**src/rtl/board_test_sequencer.sv**
```systemverilog
// Exhaustive-sweep board tester: drives every input pattern, waits a settle time,
// compares masked board outputs against a golden lookup and tallies mismatches.
module board_test_sequencer #(
  parameter int unsigned N_IN   = 4,
  parameter int unsigned N_OUT  = 4,
  parameter int unsigned SETTLE = 2
) (
  input  logic              clk,
  input  logic              rst_n,
  input  logic              start,
  input  logic              abort,
  output logic [N_IN-1:0]   stim,
  input  logic [N_OUT-1:0]  resp,
  output logic [N_IN-1:0]   exp_addr,
  input  logic [N_OUT-1:0]  exp_data,
  input  logic [N_OUT-1:0]  cmp_mask,
  output logic              busy,
  output logic              done,
  output logic              pass,
  output logic [7:0]        err_count,
  output logic [N_IN-1:0]   first_fail,
  output logic              first_fail_valid
);

  localparam int unsigned CNT_W = 4;
  localparam int unsigned ERR_W = 8;
  localparam logic [CNT_W-1:0] SETTLE_LOAD = CNT_W'(SETTLE - 1);
  localparam logic [N_IN-1:0]  LAST_PAT    = {N_IN{1'b1}};
  localparam logic [ERR_W-1:0] ERR_MAX     = {ERR_W{1'b1}};

  typedef enum logic [1:0] {
    S_IDLE,
    S_SETTLE,
    S_SAMPLE,
    S_DONE
  } state_t;

  state_t            state;
  logic [CNT_W-1:0]  settle_cnt;
  logic              mismatch;
  logic [ERR_W-1:0]  err_next;

  // Golden table is addressed directly by the applied pattern.
  assign exp_addr = stim;

  // Masked compare and saturating error count for the current SAMPLE cycle.
  always_comb begin
    mismatch = |((resp ^ exp_data) & cmp_mask);
    err_next = err_count;
    if (mismatch && (err_count != ERR_MAX)) begin
      err_next = err_count + 1'b1;
    end
  end

  always_ff @(posedge clk or negedge rst_n) begin
    if (!rst_n) begin
      state            <= S_IDLE;
      stim             <= '0;
      settle_cnt       <= '0;
      busy             <= 1'b0;
      done             <= 1'b0;
      pass             <= 1'b0;
      err_count        <= '0;
      first_fail       <= '0;
      first_fail_valid <= 1'b0;
    end else if (abort) begin
      // Results are kept so a debugger can inspect the aborted sweep.
      state      <= S_IDLE;
      stim       <= '0;
      settle_cnt <= '0;
      busy       <= 1'b0;
      done       <= 1'b0;
      pass       <= 1'b0;
    end else begin
      case (state)
        S_IDLE, S_DONE: begin
          if (start) begin
            state            <= S_SETTLE;
            stim             <= '0;
            settle_cnt       <= SETTLE_LOAD;
            busy             <= 1'b1;
            done             <= 1'b0;
            pass             <= 1'b0;
            err_count        <= '0;
            first_fail       <= '0;
            first_fail_valid <= 1'b0;
          end
        end
        S_SETTLE: begin
          if (settle_cnt == '0) begin
            state <= S_SAMPLE;
          end else begin
            settle_cnt <= settle_cnt - 1'b1;
          end
        end
        S_SAMPLE: begin
          err_count <= err_next;
          if (mismatch && !first_fail_valid) begin
            first_fail       <= stim;
            first_fail_valid <= 1'b1;
          end
          if (stim == LAST_PAT) begin
            state <= S_DONE;
            busy  <= 1'b0;
            done  <= 1'b1;
            pass  <= (err_next == '0);
          end else begin
            state      <= S_SETTLE;
            stim       <= stim + 1'b1;
            settle_cnt <= SETTLE_LOAD;
          end
        end
        default: state <= S_IDLE;
      endcase
    end
  end

endmodule
```
**config.mk**
```make
export PLATFORM = sky130hd
export DESIGN_NAME = board_test_sequencer
export DESIGN_NICKNAME = d
export VERILOG_FILES = /design/src/rtl/board_test_sequencer.sv
export SDC_FILE = /design/constraint.sdc
export NUM_CORES = 1
export LEC_CHECK = 0
export CAP_MARGIN = 20
export CORE_AREA = 2 2 45 88
export CTS_BUF_LIST = sky130_fd_sc_hd__clkbuf_16
export CTS_CLUSTER_SIZE = 40
export DETAILED_ROUTE_END_ITERATION = 10
export DIE_AREA = 0 0 47 90
export PLACE_DENSITY = 0.88
export SLEW_MARGIN = 20
export SYNTH_ARGS = -nofsm -noshare
export SYNTH_HDL_FRONTEND = slang
export SYNTH_SLANG_ARGS = --single-unit
```
**constraint.sdc**
```tcl
create_clock -name clk -period 2.2 [get_ports clk]
set_input_delay 0.33 -clock clk [delete_from_list [all_inputs] [get_ports clk]]
set_output_delay 0.33 -clock clk [all_outputs]
set_load 0.03 [all_outputs]
```
==> flow_metrics.py, run 1 <==
metrics = {
    "routing": {
        "drtPass1Iterations": 4,
        "antenna_left": 0,
        "dr_total_vias": 1677,
        "wl_met1_um": 1593,
        "wire_per_inst_um": 14.84,
        "vias_per_cell": 5.666,
        "wl_met2_um": 2484,
        "routed_wl_um": 4392,
        "maxUsedRoutingLayer": "met4",
        "drtIter0Drc": 58,
        "wl_met3_um": 181,
        "drc": 0,
    },
    "sta": {
        "skew_ns": 0.001955,
        "finalHoldViolations": 0,
        "layout_min_cycle_time_ns": 2.090,
        "holdWs_ns": 0.4432,
        "fin_crit_sh": 0.9499,
        "fmax_ghz": 0.4785,
        "relSlewSlack": 0.7420,
        "drv_slew": 0,
        "final.setup.worst_slack_ns": 0.1103,
        "rsz0062_at_grt": "false",
        "tightest_slew_ns": 0.3862,
        "setup-violations-final": 0,
    },
    "synthesis": {
        "synth_enable_flop_cells": 0,
        "synth_area_per_cell_um2": 8.546,
        "yosys-top-cells-count": "26 x dfrtp_1, 20 x o21ai_0, 19 x a21oi_1",
        "synth_cells": 200,
        "yosysMostFrequentCell": "dfrtp_1",
        "synthArstFlopShare": 1.000,
        "ys_ff_latch": 26,
        "syn-num-nets": 222,
        "synth_area_leaders": "dfrtp_1 38%, o21ai_0 5.9%, a21oi_1 5.6%",
        "netlist_area_um2": 1709,
        "synth_top_cell_by_area": "dfrtp_1",
        "synth_top_area_share": 0.3807,
        "yosysSeqAreaShare": 0.3807,
        "ys_warn_count": 0,
        "ys_types": 44,
        "ys.flop_type": "dfrtp_1",
    },
    "clock_tree": {
        "clk_path_buf_depth": 2,
        "root_buffer": "clkbuf_16",
        "cts_tree": "yes",
        "clock_sinks": 26,
        "cts.clk_slew.worst_paths_ns": 0.06,
        "h-tree-depth": 1,
        "numCtsBuffers": 3,
        "clock_latency_ns": 0.26,
    },
    "die": {
        "rows": 31,
        "dieArea_um2": 4230,
        "core_area_um2": 3568,
        "io_pins": 40,
        "fp.dieH_um": 90,
        "start_util": 0.4790,
        "die_w_um": 47,
    },
    "critical_path": {
        "critPathKind": "reg2reg",
        "critPathLaunch": "state[0]",
        "r2r-start": "state[0]",
        "arrival_ns": 2.23,
        "crit_required_ns": 2.34,
        "cp-end-kind": "register",
        "rrSetupSlack_ns": 0.11,
        "cp_max_fo": 8,
        "startpoint_type": "register",
    },
    "pwr": {
        "p_leak_nw": 0.9303,
        "ir_drop_mv": 0.4194,
        "cellPowerDensity_nw_per_um2": 547.1,
        "p_total_mw": 1.256,
    },
    "outcome": {
        "outcome": "completed",
    },
    "place": {
        "port-buffer-count": 39,
        "routabilityCongestion": 0.9348,
        "dpl_worst_slack_ns": -0.09749,
        "place_hpwl_um": 3350,
    },
    "cells_and_area": {
        "drive_gt1_frac": 0.1093,
        "nets": 271,
        "antenna_cells": 0,
        "final_util": 0.6434,
        "area_growth_pct": 34.33,
    },
    "global_route": {
        "grt-ovfl-total": 0,
        "antenna_found_initial": 0,
        "track_usage": 0.2188,
        "grt_pass1_vias": 1589,
        "grt_pass1_wl_um": 6934,
        "grt_max_degree": 27,
    },
    "run": {
        "cap_violations": 0,
    },
    "worst_hold_path": {
        "hold_class": "in2async",
    },
}
worst max-delay path, stage by stage (launching register included):
cell and delay (ns):
dfrtp_1 0.40, inv_1 0.07, ha_1 0.33, nor2b_1 0.37, or2_2 0.19, nor2_1 0.04
buf_4 0.16, nand2_1 0.12, o22ai_1 0.10, a22o_1 0.19
where the power goes:
part	switching (mW)	internal (mW)
Sequential	0.0193	0.500
Clock	0.154	0.241
Combinational	0.193	0.149
logic make-up after synthesis:
| kind of cell | count (synthesis) | share of synthesized area |
|---|---|---|
| AO/OA/AOI/OAI | 69 | 0.2738 |
| AND/OR/NAND/NOR | 66 | 0.1896 |
| flip-flops | 26 | 0.3807 |
| buffers and inverters | 24 | 0.06222 |
| adder cells (fa/ha/maj) | 6 | 0.04392 |
| XOR/XNOR | 5 | 0.02562 |
| multiplexers | 4 | 0.02416 |
cell usage in the layout (no fill, tap or decap), drive strengths merged, types with 2 or more instances in the layout:
master	count
nand2	18
nand3	8
clkdlybuf4s50	39
nand2b	4
o22ai	6
buf	14
a22oi	4
nor2	17
clkbuf	3
a22o	6
or3	2
nor3	3
inv	15
xor2	5
or2	3
dfrtp	26
ha	6
and3	4
a31oi	2
o21ai	20
a21oi	19
mux2i	3
nor2b	3
o41ai	2
o31ai	2
sequential cells by signal (all words and copies together) (netlist names):
register / flops
pass: 1
first_fail_valid: 1
state: 2
busy: 1
first_fail: 4
done: 1
exp_addr: 4
err_count: 8
settle_cnt: 4
through the flow:
step	area [um^2]	instances	setup TNS [ns]
final	2296	296	0
after global routing	2296	296	0
after CTS	2291	296	0
after detailed placement	2216	293	-0.09749
after global placement	2216	293	-0.02406
after floorplan	1709	200	0
repair_timing:
action / 4_1_cts / 5_1_grt
setup buffers: 0 / 0
resized for setup: 0 / 2
setup endpoints to repair: 0 / 2
hold buffers: 0 / 0
area by class of cell:
cell class | instances | area, um^2
Fill cell | 316 | 1272
Multi-Input combinational cell | 150 | 957.2
Sequential cell | 26 | 650.6
Timing Repair Buffer | 53 | 495.5
Clock buffer | 3 | 75.07
Tap cell | 49 | 61.31
Inverter | 15 | 56.30
worst paths after layout:
path	cells past startpoint	to
worst min register to register	2	pass
max in group asynchronous	2	pass
worst max-delay path	9	first_fail[0]
worst min-delay path	2	first_fail[0]
min in group clk	2	pass
worst max register to register	9	first_fail[0]
metal layers:
metal / vias up / track usage
li1: 812 / -
met1: 800 / 0.2350
met2: 51 / 0.3904
met3: 14 / 0.03012
met4: 0 / 0.09259
met5: - / 0
Note: power is estimated with default switching activity, not from simulation.
==> run 2, diff against run 1 <==
- GPL_TIMING_DRIVEN: not set -> 0
==> run 2 against run 1 <==
Against the previous run:
- clock-buffer cell count is the same
- design area shrank 0.44%
- via count grew 0.30%
- core utilization shrank 0.28 points
- flip-flop and latch count is the same
- maximum frequency shrank 2.1%
- combinational power shrank 5%
- sequential power is essentially flat
- critical path type is now in2reg
- critical path depth shrank 2
- final cell count shrank 1.4%
- global-route usage grew 1.0 points
- register-to-register slack lost 0.03 ns
==> flow_metrics.py, run 2 (synthesis results as in run 1) <==
metrics = {
    "clock_tree": {
        "root_buffer": "clkbuf_16",
        "cts_resized": 3,
        "postCtsSetupBuffers": 0,
        "h-tree-depth": 1,
        "cts.clk_slew.worst_paths_ns": 0.07,
        "postCtsHoldBufs": 0,
        "cts_tree": "yes",
        "clock_sinks": 26,
        "clk_path_buf_depth": 2,
        "numCtsBuffers": 3,
        "clock_latency_ns": 0.26,
    },
    "global_route": {
        "antenna_found_initial": 0,
        "track_usage": 0.2292,
        "grt_max_degree": 27,
        "grt_pass1_wl_um": 7355,
        "grt-ovfl-total": 0,
        "grt_pass1_vias": 1638,
    },
    "die": {
        "fp.dieH_um": 90,
        "io_pins": 40,
        "start_util": 0.4790,
        "core_area_um2": 3568,
        "dieArea_um2": 4230,
        "rows": 31,
        "die_w_um": 47,
    },
    "cells_and_area": {
        "area_growth_pct": 33.75,
        "largest_register_ffs": 8,
        "drive_gt1_frac": 0.09877,
        "final_common_cell": "clkdlybuf4s50_1",
        "antenna_cells": 0,
        "layout.cells.most_common_list": "38 x clkdlybuf4s50_1, 26 x dfrtp_1, 20 x o21ai_0",
        "fin_area_um2": 2286,
        "fillCellCount": 306,
        "nets": 266,
        "max_flop_register": "err_count",
    },
    "sta": {
        "fmax_ghz": 0.4685,
        "relSlewSlack": 0.6072,
        "layout_min_cycle_time_ns": 2.135,
        "tightest_slew_ns": 0.5891,
        "fin_crit_sh": 0.9702,
        "skew_ns": 0.001265,
        "setup-violations-final": 0,
        "setup-tns-final_ns": 0,
        "rsz0062_at_grt": "true",
        "finalHoldViolations": 0,
        "drv_slew": 0,
    },
    "routing": {
        "drc": 0,
        "wire_per_inst_um": 15.50,
        "routed_wl_um": 4525,
        "drtPass1Iterations": 4,
        "vias_per_cell": 5.760,
        "dr_total_vias": 1682,
        "drtIter0Drc": 69,
        "antenna_left": 0,
    },
    "place": {
        "port-buffer-count": 39,
        "place_hpwl_um": 3334,
        "dpl-instance-area_um2": 2156,
        "routabilityCongestion": 0.9227,
    },
    "critical_path": {
        "arrival_ns": 2.30,
        "startpoint_type": "input pin",
        "cp-end-kind": "register",
        "critPathMaxStageDelay_ns": 0.48,
        "crit_required_ns": 2.37,
        "crit_slowest_cell": "clkdlybuf4s50_1",
        "critPathKind": "in2reg",
        "critical-path-top-delay-family": "compound AO/OA/AOI/OAI gates",
        "rrSetupSlack_ns": 0.08,
        "cp_max_fo": 8,
        "cp_num_buf_inv": 1,
        "path_cells": "clkdlybuf4s50_1 > xor2_1 > a22o_2 > o22ai_4 > or3b_1 > a211o_1 > o31ai_1",
    },
    "pwr": {
        "p_leak_nw": 0.9067,
        "ir_drop_mv": 0.6181,
        "cellPowerDensity_nw_per_um2": 603.2,
    },
    "outcome": {
        "outcome": "completed",
    },
    "worst_hold_path": {
        "hold_class": "in2async",
    },
    "run": {
        "cap_violations": 0,
    },
}
==> run 2: cell type report <==
type | instances | area, um^2 | share of cell area
Inverter | 15 | 56.30 | 0.02463
Sequential cell | 26 | 650.6 | 0.2846
Tap cell | 49 | 61.31 | 0.02682
Clock buffer | 3 | 75.07 | 0.03284
Clock inverter | 1 | 30.03 | 0.01314
Timing Repair Buffer | 39 | 385.4 | 0.1686
Buffer | 9 | 51.30 | 0.02244
Multi-Input combinational cell | 150 | 975.9 | 0.4269
==> run 2: worst register-to-register path, cell delays in order (launching register included) <==
cell and delay (ns):
dfrtp_1 0.39, inv_1 0.06, ha_1 0.34, nor2b_2 0.22, or3_1 0.33, clkbuf_1 0.15
buf_2 0.21, o21ai_0 0.19, o41ai_1 0.10
==> run 2: path summary, 6_finish.rpt <==
kind / endpoint / cells past startpoint / start
min reg2reg: settle_cnt[3] / 1 / settle_cnt[3]
min in group clk: settle_cnt[3] / 1 / settle_cnt[3]
max in group asynchronous: state[0] / 1 / rst_n
min: first_fail[3] / 1 / rst_n
max: pass / 7 / resp[2]
max reg2reg: err_count[5] / 8 / state[0]
==> run 2: power by group <==
group          internal, mW  switching, mW  leakage [nW]
clock network         0.362          0.170        0.0511
logic                 0.129          0.196         0.499
registers             0.500         0.0218         0.357
==> run 2: stage by stage <==
stage	instances	util	hold WS [ns]	total power, mW	worst slack (ns)
2_1_floorplan	200	-	0.03441	0.7262	0.2311
3_3_place_gp	288	0.6055	0.4727	0.8291	-0.1152
3_5_place_dp	288	0.6041	0.3675	0.8345	-0.2003
4_1_cts	292	0.6357	0.08575	1.370	0.02622
5_1_grt	292	0.6406	0.1109	1.434	-0.02953
6_report	292	0.6406	0.06530	1.379	0.06548
==> run 2: per-layer routing <==
layer | part of all wire | track usage | wire [um] | vias to the layer above
met4 | 0.018 | 0.1019 | 80 | 0
met2 | 0.56 | 0.4041 | 2551 | 56
met5 | 0 | 0 | 0 | -
met3 | 0.041 | 0.02610 | 184 | 8
li1 | - | - | - | 803
met1 | 0.38 | 0.2523 | 1708 | 815
